$ cat src/rtl/memwb_debug_reader_if.sv
// Byte stream from the MEM/WB debug reader to the debug UART transmitter.
// A byte moves on a rising edge where tx_valid and tx_ready are both high.
interface memwb_debug_reader_if;
    logic       tx_valid;
    logic [7:0] tx_data;
    logic       tx_ready;

    modport master (output tx_valid, output tx_data, input tx_ready);
    modport slave  (input tx_valid, input tx_data, output tx_ready);
endinterface

$ cat src/rtl/memwb_debug_reader.sv
// Snapshots the MEM/WB latch on a dump request and streams it as a 12-byte frame:
// header, rd_data, addr_mem, addr_dest, {WB, opcode}, XOR checksum of bytes 1..10.
//
// state | meaning
// IDLE  | waiting for dump_req; done may pulse here for one cycle after a frame
// SEND  | frame in progress; tx_data holds byte idx until the transmitter accepts it
module memwb_debug_reader #(
    parameter int         msb    = 31,
    parameter logic [7:0] HEADER = 8'hA5
) (
    input  logic                       clk,
    input  logic                       reset,
    input  logic                       dump_req,
    input  logic [msb:0]               in_rd_data,
    input  logic [msb:0]               in_addr_mem,
    input  logic [4:0]                 in_addr_dest,
    input  logic [1:0]                 in_WB,
    input  logic [5:0]                 in_opcodeWB,
    memwb_debug_reader_if.master       tx,
    output logic                       busy,
    output logic                       done
);

    typedef enum logic {IDLE, SEND} state_t;

    state_t       state;
    logic [3:0]   idx;
    logic [msb:0] snap_rd;
    logic [msb:0] snap_addr;
    logic [4:0]   snap_dest;
    logic [1:0]   snap_wb;
    logic [5:0]   snap_op;
    logic         valid_q;
    logic [7:0]   data_q;

    logic [3:0]   next_idx;
    logic [7:0]   next_byte;
    logic [7:0]   checksum;

    assign tx.tx_valid = valid_q;
    assign tx.tx_data  = data_q;

    // The snapshot is frozen during SEND, so the checksum can be formed directly from it.
    always_comb begin
        next_idx  = idx + 4'd1;
        checksum  = snap_rd[31:24] ^ snap_rd[23:16] ^ snap_rd[15:8] ^ snap_rd[7:0]
                  ^ snap_addr[31:24] ^ snap_addr[23:16] ^ snap_addr[15:8] ^ snap_addr[7:0]
                  ^ {3'b000, snap_dest} ^ {snap_wb, snap_op};
        next_byte = 8'h00;
        case (next_idx)
            4'd1:    next_byte = snap_rd[31:24];
            4'd2:    next_byte = snap_rd[23:16];
            4'd3:    next_byte = snap_rd[15:8];
            4'd4:    next_byte = snap_rd[7:0];
            4'd5:    next_byte = snap_addr[31:24];
            4'd6:    next_byte = snap_addr[23:16];
            4'd7:    next_byte = snap_addr[15:8];
            4'd8:    next_byte = snap_addr[7:0];
            4'd9:    next_byte = {3'b000, snap_dest};
            4'd10:   next_byte = {snap_wb, snap_op};
            4'd11:   next_byte = checksum;
            default: next_byte = 8'h00;
        endcase
    end

    always_ff @(posedge clk or posedge reset) begin
        if (reset) begin
            state     <= IDLE;
            idx       <= 4'd0;
            snap_rd   <= '0;
            snap_addr <= '0;
            snap_dest <= 5'd0;
            snap_wb   <= 2'd0;
            snap_op   <= 6'd0;
            valid_q   <= 1'b0;
            data_q    <= 8'h00;
            busy      <= 1'b0;
            done      <= 1'b0;
        end else begin
            done <= 1'b0;
            case (state)
                IDLE: begin
                    if (dump_req) begin
                        snap_rd   <= in_rd_data;
                        snap_addr <= in_addr_mem;
                        snap_dest <= in_addr_dest;
                        snap_wb   <= in_WB;
                        snap_op   <= in_opcodeWB;
                        idx       <= 4'd0;
                        valid_q   <= 1'b1;
                        data_q    <= HEADER;
                        busy      <= 1'b1;
                        state     <= SEND;
                    end
                end
                SEND: begin
                    // dump_req is deliberately not looked at here, even on the last byte.
                    if (valid_q && tx.tx_ready) begin
                        if (idx == 4'd11) begin
                            idx     <= 4'd0;
                            valid_q <= 1'b0;
                            data_q  <= 8'h00;
                            busy    <= 1'b0;
                            done    <= 1'b1;
                            state   <= IDLE;
                        end else begin
                            idx    <= next_idx;
                            data_q <= next_byte;
                        end
                    end
                end
                default: state <= IDLE;
            endcase
        end
    end

endmodule

$ cat src/flat_wrapper.sv
// flat-port wrapper written by rule: the top's interface ports become plain ports
module memwb_debug_reader_flat 
#(
    parameter int         msb    = 31,
    parameter logic [7:0] HEADER = 8'hA5
)
  (clk, reset, dump_req, in_rd_data, in_addr_mem, in_addr_dest, in_WB, in_opcodeWB, busy, done, tx_tx_valid, tx_tx_data, tx_tx_ready);
  memwb_debug_reader_if tx_i ();
  input  logic clk;
  input  logic reset;
  input  logic dump_req;
  input  logic [msb:0] in_rd_data;
  input  logic [msb:0] in_addr_mem;
  input  logic [4:0] in_addr_dest;
  input  logic [1:0] in_WB;
  input  logic [5:0] in_opcodeWB;
  output logic busy;
  output logic done;
  output wire logic [$bits(tx_i.tx_valid)-1:0] tx_tx_valid;
  output wire logic [$bits(tx_i.tx_data)-1:0] tx_tx_data;
  input wire logic [$bits(tx_i.tx_ready)-1:0] tx_tx_ready;
  assign tx_tx_valid = tx_i.tx_valid;
  assign tx_tx_data = tx_i.tx_data;
  assign tx_i.tx_ready = tx_tx_ready;
  memwb_debug_reader #(.msb(msb), .HEADER(HEADER)) u_core (.clk(clk), .reset(reset), .dump_req(dump_req), .in_rd_data(in_rd_data), .in_addr_mem(in_addr_mem), .in_addr_dest(in_addr_dest), .in_WB(in_WB), .in_opcodeWB(in_opcodeWB), .tx(tx_i), .busy(busy), .done(done));
endmodule
$ cat config.mk
export PLATFORM = sky130hd
export DESIGN_NAME = memwb_debug_reader_flat
export DESIGN_NICKNAME = d
export VERILOG_FILES = /design/src/rtl/memwb_debug_reader_if.sv /design/src/rtl/memwb_debug_reader.sv /design/src/flat_wrapper.sv
export SDC_FILE = /design/constraint.sdc
export NUM_CORES = 1
export LEC_CHECK = 0
export CAP_MARGIN = 15
export CELL_PAD_IN_SITES_DETAIL_PLACEMENT = 0
export CELL_PAD_IN_SITES_GLOBAL_PLACEMENT = 1
export CORE_UTILIZATION = 35
export DETAILED_ROUTE_END_ITERATION = 8
export PLACE_DENSITY = 0.79
export SYNTH_ARGS = -nofsm -noshare
export SYNTH_HDL_FRONTEND = slang
export SYNTH_SLANG_ARGS = --single-unit
$ cat constraint.sdc
create_clock -name clk -period 7.8 [get_ports clk]
set_clock_uncertainty 0.15 [all_clocks]
set_input_delay 1.56 -clock clk [delete_from_list [all_inputs] [get_ports clk]]
set_output_delay 1.56 -clock clk [all_outputs]
set_load 0.005 [all_outputs]
==> run summary, run 1 <==
Status -> finished clean
MaxCap Viol Count -> 0
Final setup TNS -> 0 ns
Setup bufs post-CTS -> 0
Gpl congestion -> 0.861
FF-to-FF End -> u_core.tx.tx_data[1]
Cts hold-fix bufs -> 0
Hold path depth -> 1
Maximum clock path buffer count -> 2
Detailed-route via count -> 3,848
PD cells -> 435 mW/mm^2
Fin crit share -> 52.0%
Largest fanout on the critical path -> 81
Hold Vio Cnt, Final -> 0
Mean routed wirelength per cell -> 18.3 microns
First-pass GRT wire length -> 20.5 mm
Initial core utilization -> 36.4%
Hold EP -> u_core.snap_rd[19]
Total power -> 2.83 mW
Worst skew pair latency -> 0.35 ns
Largest net degree at the start of global routing -> 93
Critical path arrival -> 4.09 ns
Worst slew pin tran -> 0.992 ns
Layout area overhead -> 26.3%
Synth Flop Type -> dfrtp_1
Average size of a mapped cell -> 11.7 sq um
Vias in the first global route -> 3,893
Async set-reset flop share out of synthesis -> 100%
Max frequency -> 247 MHz
Drt first pass iters -> 5
DRC Markers -> 0
Post-DP HPWL -> 9.00 mm
Die W -> 123 microns
Crit. End Element -> flip-flop
Reg2Reg Setup Slack -> 4.24 ns
Initial antenna violation count -> 0
Maximum VDD drop -> 0.176 mV
#FFs+latches synth -> 92
Sequential element share of the synthesized area -> 44.7%
Worst hold path type -> reg2reg
Worst r2r src -> u_core.idx[0]
Clock slew at reported path FFs -> 0.06 ns
Post-synth cell types -> 56
Mapped cell area -> 0.00515 sq mm
Root Driver -> clkbuf_16
Synth warnings -> 0
Die Y -> 123 microns
IO buf count -> 91
Reg2reg path depth -> 7
GRT Total Usage -> 18.0%
EDFF count, synth -> 0
Final setup viols -> 0
Layout fillers -> 1,353
# resized after CTS -> 0
CP Class -> in2reg
Nets -> 607
Ant. Diodes -> 0
LEAKAGE -> 2.53 nW
# IOs -> 92
Core area -> 0.0141 sq mm
Row count -> 43
# clock sinks -> 92
WP data required -> 7.84 ns
Syn_nets -> 527
Final min period -> 4.06 ns
CTS tree -> built
Max-slew headroom -> 33.9%
RSZ-0062 raised after global routing -> false
1st-iter DRT viols -> 174
Die area -> 0.0152 sq mm
Total grt overflow -> 0
Startpoint class of the critical path -> input pin
Final Max Slew Viols -> 0
Proportion of layout cells with a drive suffix above 1 -> 21.7%
Post-route ant nets -> 0
Number of buffers created by CTS -> 9
H-tree depth -> 3
Cells after Synth -> 441
Hold path startpoint -> u_core.snap_rd[19]
WL final -> 12.9 mm
Number of vias per cell -> 5.45
[metal layers]
| layer | global-route usage (%) | part of all wire (%) | vias to the layer above |
|---|---|---|---|
| li1 | - | - | 1779 |
| met1 | 23.1 | 43 | 1934 |
| met2 | 28.9 | 49 | 123 |
| met3 | 5.12 | 6.5 | 12 |
| met4 | 6.33 | 1.3 | 0 |
| met5 | 0 | 0 | - |
[per-stage QoR]
stage / util (%) / hold WS [ns] / instance area [sq um] / std cells / setup slack [ns]
2_1_floorplan: - / 0.348 / 5150 / 441 / 3.70
3_3_place_gp: 43.8 / 0.381 / 6200 / 689 / 3.53
3_5_place_dp: 43.8 / 0.400 / 6200 / 689 / 3.40
4_1_cts: 45.8 / 0.414 / 6480 / 705 / 3.77
5_1_grt: 46.0 / 0.438 / 6510 / 706 / 3.61
6_report: 46.0 / 0.411 / 6510 / 706 / 3.74
[cell type report]
cell class / count / area [sq um] / area share, %
tap: 180 / 225 / 3.46
inverter: 5 / 20.0 / 0.307
clock inverter: 3 / 21.3 / 0.327
timing repair buffer: 94 / 953 / 14.6
clock buffer: 13 / 260 / 4.00
sequential: 92 / 2300 / 35.4
multi-input combinational: 319 / 2730 / 41.9
[report_power, final]
part | total [mW] | internal, mW | switching (mW)
Sequential | 0.975 | 0.704 | 0.272
Clock | 0.414 | 0.234 | 0.180
Combinational | 1.44 | 0.831 | 0.612
[state kept, by name, indices dropped and copies added (netlist names), 2 cells and up]
signal / flops
u_core.snap_addr: 32
u_core.snap_rd: 32
u_core.tx.tx_data: 8
u_core.snap_op: 6
u_core.snap_dest: 5
u_core.idx: 4
u_core.snap_wb: 2
[synth_stat cells (2+ instances only)]
cell type / number / area (sq um)
o2bb2ai_1: 2 / 17.5
a41oi_1: 2 / 17.5
buf_4: 2 / 15.0
xnor3_1: 3 / 67.6
xor2_1: 5 / 43.8
a2111oi_0: 2 / 17.5
a21boi_2: 2 / 22.5
a32oi_1: 10 / 87.6
clkbuf_1: 18 / 67.6
a222oi_1: 3 / 30.0
nand3_1: 9 / 45.0
a221oi_1: 5 / 43.8
a22oi_1: 9 / 67.6
and2_1: 4 / 25.0
buf_2: 3 / 15.0
nor2_1: 19 / 71.3
mux2_2: 85 / 957
xnor2_1: 59 / 517
or3_1: 2 / 12.5
and2_4: 2 / 17.5
a22o_1: 8 / 70.1
o31ai_1: 2 / 15.0
a31oi_1: 6 / 37.5
a21boi_1: 3 / 22.5
o22ai_1: 2 / 12.5
dfrtp_1: 92 / 2300
nand2_1: 23 / 86.3
a32o_1: 6 / 60.1
nor2b_1: 4 / 25.0
a211oi_1: 4 / 30.0
a211o_1: 2 / 17.5
a21oi_1: 6 / 30.0
o21ai_0: 7 / 35.0
ha_1: 5 / 62.6
inv_1: 4 / 15.0
[layout by cell type (no fill, tap or decap), types with 3 or more instances in the layout]
master / count
xnor2_1: 59
o21ai_0: 7
dfrtp_1: 92
a221oi_1: 5
nand2_1: 23
xnor3_1: 3
clkdlybuf4s50_1: 91
a22o_1: 8
xor2_1: 5
a222oi_1: 3
a211oi_1: 4
nand3_1: 9
mux2_2: 85
a32o_1: 6
a22oi_1: 9
ha_1: 5
nor2b_1: 3
nor2_1: 19
inv_1: 3
a21boi_1: 3
a21oi_1: 6
and2_1: 4
a31oi_1: 6
a32oi_1: 10
clkbuf_16: 9
[logic make-up (layout without fill, tap and decap cells)]
kind of cell / count (synthesis) / count (layout) / share of synthesized area (%)
AO/OA/AOI/OAI: 91 / 91 / 14.1
XOR/XNOR: 67 / 67 / 12.2
adder cells (fa/ha/maj): 5 / 5 / 1.21
buffers and inverters: 30 / 115 / 2.55
flip-flops: 92 / 92 / 44.7
multiplexers: 85 / 85 / 18.6
AND/OR/NAND/NOR: 71 / 71 / 6.75
[worst max path at each step]
stage,from,endpoint,cells past startpoint
after floorplan,reset,u_core.busy,1
after global placement,dump_req,u_core.tx.tx_data[1],8
after detailed placement,dump_req,u_core.tx.tx_data[1],8
after CTS,dump_req,u_core.tx.tx_data[1],8
after global routing,dump_req,u_core.tx.tx_data[1],8
final,dump_req,u_core.tx.tx_data[1],8
[critical path, cell delays in order]
cell             delay (ns)
clkdlybuf4s50_1        0.49
nor2b_4                0.14
buf_4                  0.75
nor2_1                 0.36
a32oi_1                0.26
o2111ai_1              0.13
a221oi_1               0.22
a32oi_1                0.14
Power figures use the tool's default switching activity.
==> run 2, diff against run 1 <==
--- a/config.mk
+++ b/config.mk
@@ -10,7 +10,7 @@
 export CELL_PAD_IN_SITES_GLOBAL_PLACEMENT = 1
 export CORE_UTILIZATION = 35
 export DETAILED_ROUTE_END_ITERATION = 8
-export PLACE_DENSITY = 0.79
+export PLACE_DENSITY = 0.81
 export SYNTH_ARGS = -nofsm -noshare
 export SYNTH_HDL_FRONTEND = slang
 export SYNTH_SLANG_ARGS = --single-unit
==> constraint.sdc (replaced) <==
create_clock -name clk -period 3.3 [get_ports clk]
set_clock_uncertainty 0.15 [all_clocks]
set_input_delay 0.66 -clock clk [delete_from_list [all_inputs] [get_ports clk]]
set_output_delay 0.66 -clock clk [all_outputs]
set_load 0.005 [all_outputs]
==> run summary, run 2 (same netlist as run 1, synthesis figures left out) <==
Ant. Diodes -> 0 (unchanged)
Fin crit share -> 84.5%
CP Class -> reg2reg
Most frequent cells in the layout -> dfrtp_1 (92), clkdlybuf4s50_1 (91), mux2_2 (85), xnor2_1 (59), nand2_1 (23)
Core area -> 0.0141 sq mm (unchanged)
Setup bufs post-CTS -> 0 (unchanged)
# resized after CTS -> 0 (unchanged)
WP data required -> 3.42 ns (-4.42 ns)
Initial core utilization -> 36.4% (unchanged)
Worst slew pin tran -> 0.756 ns (-0.236 ns)
Largest net degree at the start of global routing -> 81 (-13%)
Hold Vio Cnt, Final -> 0 (unchanged)
Worst hold slack -> 0.409 ns (-0.00252 ns)
First-pass GRT wire length -> 21.2 mm (+3.4%)
Final setup viols -> 0 (unchanged)
Worst skew pair latency -> 0.35 ns (about the same)
# IOs -> 92 (unchanged)
RSZ-0062 raised after global routing -> false
Maximum clock path buffer count -> 2 (unchanged)
Max frequency -> 359 MHz
PD cells -> 1040 mW/mm^2 (+140%)
Post-route ant nets -> 0 (unchanged)
Die area -> 0.0152 sq mm (unchanged)
Cts hold-fix bufs -> 0 (unchanged)
Number of buffers created by CTS -> 9 (unchanged)
IO buf count -> 91 (unchanged)
GRT Total Usage -> 18.6% (+0.60 points)
WL final -> 13.2 mm (+2.1%)
Proportion of layout cells with a drive suffix above 1 -> 23.5% (+1.8 points)
Worst hold path type -> reg2reg
Vias in the first global route -> 3,981 (+2.3%)
Final min period -> 2.79 ns
Maximum VDD drop -> 0.459 mV (+160%)
Layout area overhead -> 28.4%
Largest fanout on the critical path -> 8 (-90%)
Initial antenna violation count -> 0 (unchanged)
Critical path arrival -> 2.91 ns (-1.18 ns)
# clock sinks -> 92 (unchanged)
Total grt overflow -> 0 (unchanged)
Root Driver -> clkbuf_16
DRC Markers -> 0 (unchanged)
Number of vias per cell -> 5.40 (-0.95%)
Crit. End Element -> flip-flop
Final setup TNS -> 0 ns (unchanged)
Mean routed wirelength per cell -> 18.4 microns (+0.55%)
Die W -> 123 microns (unchanged)
Status -> finished clean
Final Max Slew Viols -> 0 (unchanged)
Post-DP HPWL -> 9.62 mm (+6.9%)
Die Y -> 123 microns (unchanged)
1st-iter DRT viols -> 223 (+28%)
Detailed-route via count -> 3,871 (+0.60%)
Nets -> 618 (+1.8%)
H-tree depth -> 3 (unchanged)
MaxCap Viol Count -> 0 (unchanged)
Most common cell after layout, fill and taps aside -> dfrtp_1
CTS tree -> built
Startpoint class of the critical path -> flip-flop
LEAKAGE -> 2.60 nW (+2.7%)
Drt first pass iters -> 4 (-1)
Gpl congestion -> 0.889 (+3.2%)
Row count -> 43 (unchanged)
Clock slew at reported path FFs -> 0.06 ns (about the same)
Max-slew headroom -> 49.6% (+16 points)
-- run 2: area by class of cell --
class                      count  area (sq um)
timing repair buffer         105          1040
inverter                       5          20.0
tap                          180           225
sequential                    92          2300
clock inverter                 4          47.5
fill                        1323          7530
clock buffer                  12           256
multi-input combinational    319          2730
-- run 2: critical path: stages (launching register included) --
cell	delay [ns]
dfrtp_1	0.48
ha_1	0.30
nor2_1	0.40
nand2_1	0.26
a21boi_1	0.56
buf_4	0.22
a32o_1	0.12
a21oi_1	0.04
a32oi_1	0.18
-- run 2: power breakdown --
group	total (mW)	internal (mW)	switching, mW
clock	1.06	0.626	0.438
sequential	2.30	1.66	0.636
combinational	3.51	2.03	1.48
total	6.87	4.32	2.55
-- run 2: per-layer routing --
metal  GRT usage [%]  vias up  routed length, microns
met5               0        -                       0
met4            5.42        0                     206
met3            4.89       18                     671
met2            29.8       92                    6300
met1            24.6     1957                    6000
li1                -     1804                       -
-- run 2: through the flow --
step                cell area (sq um)  util (%)  setup WS, ns  instances  total power, mW
floorplan                        5150         -        0.0980        441             4.90
global route                     6620      46.8         0.362        717             7.35
global placement                 6320      44.6         0.505        701             5.73
finish                           6620      46.8         0.512        717             6.87
CTS                              6620      46.8         0.517        717             6.91
detailed placement               6320      44.6         0.539        701             5.81
-- run 2: path summary, 6_finish.rpt --
check | from | endpoint | cells past startpoint | slack, ns
min | u_core.snap_wb[0] | u_core.snap_wb[0] | 1 | 0.41
max | u_core.idx[0] | u_core.tx.tx_data[1] | 8 | 0.51
max in group asynchronous | reset | u_core.snap_rd[21] | 3 | 1.80
max reg2reg | u_core.idx[0] | u_core.tx.tx_data[1] | 8 | 0.51
min in group asynchronous | reset | u_core.snap_addr[31] | 2 | 0.50
min reg2reg | u_core.snap_wb[0] | u_core.snap_wb[0] | 1 | 0.41
